`src/rtl/display_pkg.sv`:
```
// Shared types and constants for the GPIO 7-segment display output stage.
//   disp_state_t : conversion FSM states
//   SEG_BLANK    : all segments off (active-high)
//   SEG_DASH     : segment g only (active-high)
//   SEG_TABLE    : active-high gfedcba codes for hex digits 0..F, indexed by nibble
//   BCD_DIGITS   : decimal digits produced by the binary-to-BCD converter
package display_pkg;

  typedef enum logic [1:0] {
    IDLE,
    SHIFT,
    UPDATE
  } disp_state_t;

  localparam int unsigned BCD_DIGITS = 10;

  localparam logic [6:0] SEG_BLANK = 7'h00;
  localparam logic [6:0] SEG_DASH  = 7'h40;

  // Entry 15 first so SEG_TABLE[n] is the code for nibble n.
  localparam logic [15:0][6:0] SEG_TABLE = {
    7'h71, 7'h79, 7'h5E, 7'h39, 7'h7C, 7'h77, 7'h6F, 7'h7F,
    7'h07, 7'h7D, 7'h6D, 7'h66, 7'h4F, 7'h5B, 7'h06, 7'h3F
  };

endpackage

```
`src/rtl/seg7_encode.sv`:
```
// Combinational single-digit 7-segment encoder.
//   nibble : digit value 0..F
//   blank  : force all segments off
//   dash   : force a dash (takes priority over blank)
//   seg    : segments g..a, polarity set by ACTIVE_LOW
module seg7_encode
  import display_pkg::*;
#(
  parameter bit ACTIVE_LOW = 1'b1
) (
  input  logic [3:0] nibble,
  input  logic       blank,
  input  logic       dash,
  output logic [6:0] seg
);

  logic [6:0] raw;

  always_comb begin
    raw = SEG_TABLE[nibble];
    if (blank) raw = SEG_BLANK;
    if (dash)  raw = SEG_DASH;
    seg = ACTIVE_LOW ? ~raw : raw;
  end

endmodule

```
`src/rtl/gpio_seg7_display.sv`:
```
// Drives DIGITS 7-segment digits from a 32-bit GPIO word, in hex or unsigned decimal.
// Decimal conversion is a sequential double-dabble, one bit per cycle.
//   clk      : clock
//   rst      : asynchronous active-high reset
//   value_in : word to display
//   mode_dec : 1 = unsigned decimal, 0 = hex
//   hex_out  : digit k on [7k+6:7k], bit order g..a, digit 0 least significant
//   busy     : conversion in progress
//   overflow : displayed value does not fit in DIGITS digits
module gpio_seg7_display
  import display_pkg::*;
#(
  parameter int unsigned DIGITS     = 8,
  parameter bit          ACTIVE_LOW = 1'b1
) (
  input  logic                  clk,
  input  logic                  rst,
  input  logic [31:0]           value_in,
  input  logic                  mode_dec,
  output logic [DIGITS*7-1:0]   hex_out,
  output logic                  busy,
  output logic                  overflow
);

  localparam logic [6:0] BLANK_OUT = ACTIVE_LOW ? ~SEG_BLANK : SEG_BLANK;

  disp_state_t             state_q, state_d;
  logic [31:0]             shadow_val_q, shadow_val_d;
  logic                    shadow_mode_q, shadow_mode_d;
  logic                    pending_q, pending_d;
  logic [31:0]             sr_q, sr_d;
  logic [4*BCD_DIGITS-1:0] bcd_q, bcd_d;
  logic [4:0]              cnt_q, cnt_d;
  logic [DIGITS*7-1:0]     hex_out_q, hex_out_d;
  logic                    overflow_q, overflow_d;

  logic [4*BCD_DIGITS-1:0] bcd_adj;
  logic [DIGITS-1:0][3:0]  dig_nib;
  logic [DIGITS-1:0]       dig_blank;
  logic [DIGITS-1:0]       dig_dash;
  logic [DIGITS*7-1:0]     seg_flat;
  logic                    dec_ovf;
  logic                    hex_ovf;
  logic                    trigger;

  // Double-dabble correction: nibbles >= 5 get +3 before the shift.
  always_comb begin
    bcd_adj = bcd_q;
    for (int i = 0; i < BCD_DIGITS; i++) begin
      if (bcd_q[4*i +: 4] >= 4'd5) bcd_adj[4*i +: 4] = bcd_q[4*i +: 4] + 4'd3;
    end
  end

  assign dec_ovf = |(bcd_q >> (4 * DIGITS));
  assign hex_ovf = |(shadow_val_q >> (4 * DIGITS));

  // Per-digit encoder controls, only sampled in UPDATE.
  always_comb begin
    for (int k = 0; k < DIGITS; k++) begin
      if (shadow_mode_q) begin
        dig_nib[k]   = bcd_q[4*k +: 4];
        dig_dash[k]  = dec_ovf;
        // Leading-zero blanking; digit 0 always shown so zero reads "0".
        dig_blank[k] = (k != 0) && ((bcd_q >> (4 * k)) == '0);
      end else begin
        dig_nib[k]   = shadow_val_q[4*k +: 4];
        dig_dash[k]  = 1'b0;
        dig_blank[k] = 1'b0;
      end
    end
  end

  for (genvar k = 0; k < DIGITS; k++) begin : g_digit
    seg7_encode #(
      .ACTIVE_LOW(ACTIVE_LOW)
    ) u_enc (
      .nibble(dig_nib[k]),
      .blank (dig_blank[k]),
      .dash  (dig_dash[k]),
      .seg   (seg_flat[7*k +: 7])
    );
  end

  assign trigger = pending_q || (value_in != shadow_val_q) || (mode_dec != shadow_mode_q);

  always_comb begin
    state_d       = state_q;
    shadow_val_d  = shadow_val_q;
    shadow_mode_d = shadow_mode_q;
    pending_d     = pending_q;
    sr_d          = sr_q;
    bcd_d         = bcd_q;
    cnt_d         = cnt_q;
    hex_out_d     = hex_out_q;
    overflow_d    = overflow_q;
    case (state_q)
      IDLE: begin
        if (trigger) begin
          shadow_val_d  = value_in;
          shadow_mode_d = mode_dec;
          pending_d     = 1'b0;
          sr_d          = value_in;
          bcd_d         = '0;
          cnt_d         = '0;
          state_d       = mode_dec ? SHIFT : UPDATE;
        end
      end
      SHIFT: begin
        bcd_d = (bcd_adj << 1) | {{(4*BCD_DIGITS-1){1'b0}}, sr_q[31]};
        sr_d  = sr_q << 1;
        cnt_d = cnt_q + 5'd1;
        if (cnt_q == 5'd31) state_d = UPDATE;
      end
      UPDATE: begin
        hex_out_d  = seg_flat;
        overflow_d = shadow_mode_q ? dec_ovf : hex_ovf;
        state_d    = IDLE;
      end
      default: state_d = IDLE;
    endcase
  end

  always_ff @(posedge clk or posedge rst) begin
    if (rst) begin
      state_q       <= IDLE;
      shadow_val_q  <= '0;
      shadow_mode_q <= 1'b0;
      pending_q     <= 1'b1;
      sr_q          <= '0;
      bcd_q         <= '0;
      cnt_q         <= '0;
      hex_out_q     <= {DIGITS{BLANK_OUT}};
      overflow_q    <= 1'b0;
    end else begin
      state_q       <= state_d;
      shadow_val_q  <= shadow_val_d;
      shadow_mode_q <= shadow_mode_d;
      pending_q     <= pending_d;
      sr_q          <= sr_d;
      bcd_q         <= bcd_d;
      cnt_q         <= cnt_d;
      hex_out_q     <= hex_out_d;
      overflow_q    <= overflow_d;
    end
  end

  assign hex_out  = hex_out_q;
  assign overflow = overflow_q;
  assign busy     = (state_q != IDLE);

endmodule

```
`config.mk`:
```
export PLATFORM = sky130hd
export DESIGN_NAME = gpio_seg7_display
export DESIGN_NICKNAME = d
export VERILOG_FILES = /design/src/rtl/display_pkg.sv /design/src/rtl/seg7_encode.sv /design/src/rtl/gpio_seg7_display.sv
export SDC_FILE = /design/constraint.sdc
export NUM_CORES = 1
export LEC_CHECK = 0
export BUFFER_PORTS_ARGS = -buffer_cell sky130_fd_sc_hd__clkbuf_2
export CAP_MARGIN = 10
export CORE_MARGIN = 2
export CORE_UTILIZATION = 54
export DETAILED_ROUTE_END_ITERATION = 16
export MAX_ROUTING_LAYER = met4
export PLACE_DENSITY = 0.79
export SYNTH_ARGS = -nofsm -noshare
export SYNTH_HDL_FRONTEND = slang
export SYNTH_SLANG_ARGS = --single-unit
```
`constraint.sdc`:
```
create_clock -name clk -period 10.4 [get_ports clk]
set_input_delay 1.04 -clock clk [delete_from_list [all_inputs] [get_ports clk]]
set_output_delay 1.04 -clock clk [all_outputs]
set_load 0.01 [all_outputs]
```
Word-level counts from Yosys, hierarchy flattened
Memory sizes are Yosys's and may differ from the RTL's. Index checks and enable logic that the tools add are counted.

Bits in writable memories: 0. Word-level logic and storage cells: 137. Register bits: 170. Output and inout port bits: 58. Memory bits (read-only): 896. Memories kept: 8. Input bits: 35. Bits in latches: 0.

Memory list: (name not given) (depth 16, width 7, read ports 1, clocked after memory_dff 0, wr ports 0, RTL line seg7_encode.sv:20) `raw = SEG_TABLE[nibble];`; (name not given) (depth 16, width 7, read ports 1, clocked after memory_dff 0, wr ports 0, RTL line seg7_encode.sv:20); (name not given) (depth 16, width 7, read ports 1, clocked after memory_dff 0, wr ports 0, RTL line seg7_encode.sv:20); (name not given) (depth 16, width 7, read ports 1, clocked after memory_dff 0, wr ports 0, RTL line seg7_encode.sv:20); (name not given) (depth 16, width 7, read ports 1, clocked after memory_dff 0, wr ports 0, RTL line seg7_encode.sv:20); (name not given) (depth 16, width 7, read ports 1, clocked after memory_dff 0, wr ports 0, RTL line seg7_encode.sv:20); +2 memories.

Magnitude comparators: 18. Bitwise logic cells: 9. Equal/unequal tests: 7. Multiplexer cells: 59. $add $sub $neg: 11. Reduce and logical (&&, ||, !) cells: 16. Div/mod/pow operators: 0. Shift-type cells: 0. Multipliers: 0.

Operators by type and width (count): $logic_not 40->1 (7); $mux 7 (23); $pmux 40 s2 (1); $mux 4 (17); $pmux 32 s2 (1); $not 7->7 (8); $ge 4x3->1 const B (10); $lt 4x5->1 const B (8); $mux 40 (1); $or 40x1->40 (1); $add 4x2->4 const B (9); $mux 32 (1); $ne 32x32->1 (1); $pmux 5 s2 (1); $mux 1 (8); $reduce_or 8->1 (1); $mux 2 (3); $reduce_and 2->1 (3); $add 5x1->5 const B (1); $eq 5x5->1 const B (1); $mux 5 (1); $ne 2x2->1 const B (2); $pmux 2 s2 (1); $reduce_bool 2->1 (2); other kinds (7) (8).

Longest topological paths before layout
Depth in word-level cells: 6. Gate-level depth with buffers: 11. Depth with buffers taken out: 8.

By module
From an unflattened synthesis, not the netlist that was laid out.

Cells, all modules: 1068. Area total of the unflattened synthesis: 11223.3 µm².

By module, submodules not included: gpio_seg7_display (seq. area each 4325.4 µm², cells each 772, area an instance 8991.1 µm², times used 1); seg7_encode (seq. area each 0.0 µm², cells each 37, area an instance 279.0 µm², times used 8).

Least setup slack after synthesis
Ideal clock, no wire load.

Kind: in2reg. From: in value_in[14]. To: reg shadow_val_q[10]. Path slack: 7.339 ns. Setup time: 0.125 ns. Data required time: 10.275 ns. Cell stages on the path: 8. Arrival time: 2.936 ns. Cell sequence: xnor2_1 nand4_1 or3_1 or4_1 buf_2 o21ai_4 buf_6 mux2_2.

Cells in the longest elaborated chain, start to end: 4.

Ends and longest elaborated chain: start: declaration (RTL line gpio_seg7_display.sv:18) `input logic [31:0] value_in,`; $ne 32x32->1 (RTL line gpio_seg7_display.sv:84) `assign trigger = pending_q || (value_in != shadow_val_q) || (mode_dec != shadow_mode_q);`; $logic_or 1x1->1 (2 in a row) (RTL line gpio_seg7_display.sv:84); $reduce_and 2->1 (no source line); end signal: assignment (RTL line gpio_seg7_display.sv:136) `shadow_val_q <= shadow_val_d;`; end: declaration (RTL line gpio_seg7_display.sv:28) `logic [31:0] shadow_val_q, shadow_val_d;`.

No other way between the ends. A chain may end at the register's enable or synchronous reset.

Worst setup path in the final report
From: in value_in[23]. To: reg shadow_val_q[7].

Same word-level chain as after synthesis.

==> impl_results.md <==
* Placed wire-length estimate at approximately 17 mm
* Post-synth ARST share at 100%
* Routed Antenna Nets at 0
* Average instance area after synthesis at 9.68 um^2
* Switching power as a share of total power at a little over two fifths
* Most common cell after layout, fill and taps aside: sky130_fd_sc_hd__dfrtp_1
* Run status: completed
* Wire per inst at between 15 and 20 um
* Placer Congestion at around 0.95
* Worst hold margin at about 0.46 ns
* Most instantiated flip-flop cell in the synthesis netlist: sky130_fd_sc_hd__dfrtp_1
* Post-Route WL at 25.0 mm
* Element type at the critical path start: primary input
* Mapped cell area at between 10000 and 15000 um^2
* Core Box Area at between 15000 and 20000 um^2
* Post-synthesis register bit count at 170
* Detailed Route Iter0 Violations at 573
* Sequential element share of the synthesized area at approximately two fifths
* Clock buffer depth at 2
* Post-CTS resize count at 0
* Remaining max-slew budget at the tightest pin at about 37%
* Hold buffer count at cts at 0
* Number of setup violations in the final report at 0
* Number of rows in the core area at 51
* Via-per-instance ratio at 5.92
* Die Area at 20800 um^2
* Kind of path behind the tightest hold check: reg -> reg
* CP Max Fanout at 36
* Amount of wire on met2 after detailed routing at 11.2 mm
* Achievable Freq at between 0.2 and 0.3 GHz
* Buffers added on ports at 92
* Part of the power in registers at between 30% and 40%
* Sw power at ~1.5 mW
* Unique cell type count in the Yosys netlist at 50
* Growth of design area from synthesis to finish at 11.5%
* Cells after Synth at 1096
* Cell accounting for the most synthesized area: sky130_fd_sc_hd__dfrtp_1
* Cell Count Post-Placement at roughly 1400
* Maximum capacitance violations at 0
* Net count, final at 1279
* Final clock period utilization by the worst path at between 30% and 40%
* Count of pins over their slew limit at 0
* Height of the die at between 100 and 150 um
* Main area contributors after synthesis: sky130_fd_sc_hd__dfrtp_1, sky130_fd_sc_hd__dfstp_2, sky130_fd_sc_hd__ha_1
* CP Data Required Time at between 10 and 15 ns
* Met3 routed wirelength at 1.35 mm
* Worst-Skew Late Latency at approximately 0.43 ns
* Type of the worst setup path: in -> reg
* Global routing usage summed across all routing layers at between 20% and 30%
* Die Width at about 140 um
* Antenna violations before repair at 0
* Leading cell types in the layout, fill and taps excluded: sky130_fd_sc_hd__dfrtp_1, sky130_fd_sc_hd__nor2_1, sky130_fd_sc_hd__nand2_1
* Max rail drop VDD at just over 0.2 mV
* Number of enable-type register cells in the synthesized netlist at 0
* Total via count in the routed design at about 8500
* Fill count at roughly 1600
* First-pass GRT wire length at just over 40 mm
* Pin count of the biggest net entering global routing at 99
* Clock network fraction of design power at 17.4%
* Power density normalized to cell area at about 300 nW/um^2
* Root Driver: sky130_fd_sc_hd__clkbuf_16
* Yosys top cell area share at between 20% and 30%
* CTS tree: yes
* Total routed wire length on the met1 layer at ~12 mm
* Final Instance Count excl. Fillers at 1443
* Unrepaired setup endpoints after global routing: false
* Max Used Layer: met4
* Number of optimization iterations in the first detailed-route pass at 6
* Clock skew after layout at approximately 0.010 ns
* Min cycle time layout at about 3.8 ns
* Syn Nets at around 1200
* Yosys warning count at 0
* Starting density of the core at a little over half
* # clock sinks at 170
* Int Power at around 2.1 mW
* Clock H-tree levels at 4
* Worst-path clk slew at 0.07 ns
* I/O pin total at just over 90
* Critical Path AT at a little over 4 ns
* Number of antenna cells inserted at 0
* Final TNS setup at 0 ns
* Cts bufs inserted at 17
* DRC violations left at 0
* Overflow left after global routing at 0
* Layout cell share with drive strength beyond 1 at between 20% and 30%
* Logic gate share of total power at between 40% and 50%
* Number of post-CTS setup repair buffers at 0
* Crit. End Element: register
* Leak Pwr at about 5.2 nW
* Slew at the pin with the worst max-slew slack at around 0.94 ns
* Number of global-route vias before repair at 8115
* Final hold vios at 0
[kinds of logic (layout without fill, tap and decap cells)]
family | count (synthesis) | count (layout) | share of synthesized area [%]
xor gates and xnor gates | 46 | 46 | 3.80
and+or+nand+nor | 300 | 300 | 13.7
muxes | 82 | 82 | 8.65
DFF | 170 | 170 | 40.8
AOI/OAI and AO/OA | 292 | 292 | 18.7
adders and majority gates | 79 | 79 | 9.32
buffers and inverters | 127 | 209 | 5.07
[critical path, stage by stage]
cell	delay [ns]
sky130_fd_sc_hd__clkbuf_2	0.11
sky130_fd_sc_hd__xnor2_1	0.21
sky130_fd_sc_hd__nand4_1	0.14
sky130_fd_sc_hd__or3_1	0.39
sky130_fd_sc_hd__or4_1	0.56
sky130_fd_sc_hd__o21ai_4	0.72
sky130_fd_sc_hd__buf_4	0.52
sky130_fd_sc_hd__mux2_2	0.39
[per-stage QoR]
stage               power, mW  util, %  cell area, um^2  setup WS (ns)
finish                   3.59     61.1            11800           6.61
global route             3.87     61.1            11800           6.43
CTS                      3.59     61.1            11800           6.62
detailed placement       2.95     58.2            11200           6.17
global placement         2.89     58.2            11200           6.22
floorplan                2.47        -            10600           4.85
[sequential cells by signal, indices dropped and copies added, names as in the netlist]
name and count:
hex_out 56, bcd_q 40, shadow_val_q 32, sr_q 32, cnt_q 5, state_q 2, overflow 1, pending_q 1
shadow_mode_q 1
[area by class of cell]
class | count | area (um^2) | area share (%)
Inverter | 74 | 283 | 2.39
Sequential cell | 170 | 4330 | 36.6
Tap cell | 265 | 332 | 2.80
Clock inverter | 14 | 148 | 1.25
Multi-Input combinational cell | 799 | 5760 | 48.7
Timing Repair Buffer | 103 | 543 | 4.59
Clock buffer | 18 | 429 | 3.63
[cell usage after synthesis, drive strengths merged (32+ instances only)]
library cell  number
clkbuf            36
o211ai            32
a22o              36
mux2i             32
dfstp             57
dfrtp            113
mux2              47
o21ai             59
xnor2             34
nand2             93
a22oi             45
nand4b            32
nor2             103
inv               74
a21oi             64
ha                79
[power groups by stage]
stage	combinational, mW	sequential (mW)	clock [mW]
2_1_floorplan	1.26	1.21	0
3_3_place_gp	1.67	1.22	0
3_5_place_dp	1.72	1.23	0
4_1_cts	1.73	1.22	0.635
5_1_grt	1.95	1.26	0.658
6_report	1.74	1.23	0.625
[metal layers]
metal | GRT usage (%) | vias to the layer above
li1 | - | 4091
met1 | 36.4 | 4171
met2 | 38.6 | 252
met3 | 4.54 | 30
met4 | 7.41 | 0
met5 | - | -
[worst paths after layout]
path,from,to,slack (ns),cells after the start
max,value_in[23],shadow_val_q[7],6.61,8
min,hex_out[48],hex_out[48],0.46,2
max reg2reg,shadow_val_q[23],shadow_val_q[7],6.82,7
min reg2reg,hex_out[48],hex_out[48],0.46,2
max in group asynchronous,rst,shadow_mode_q,8.09,3
min in group asynchronous,rst,bcd_q[27],0.80,2
Note: power is estimated with default switching activity, not from simulation.
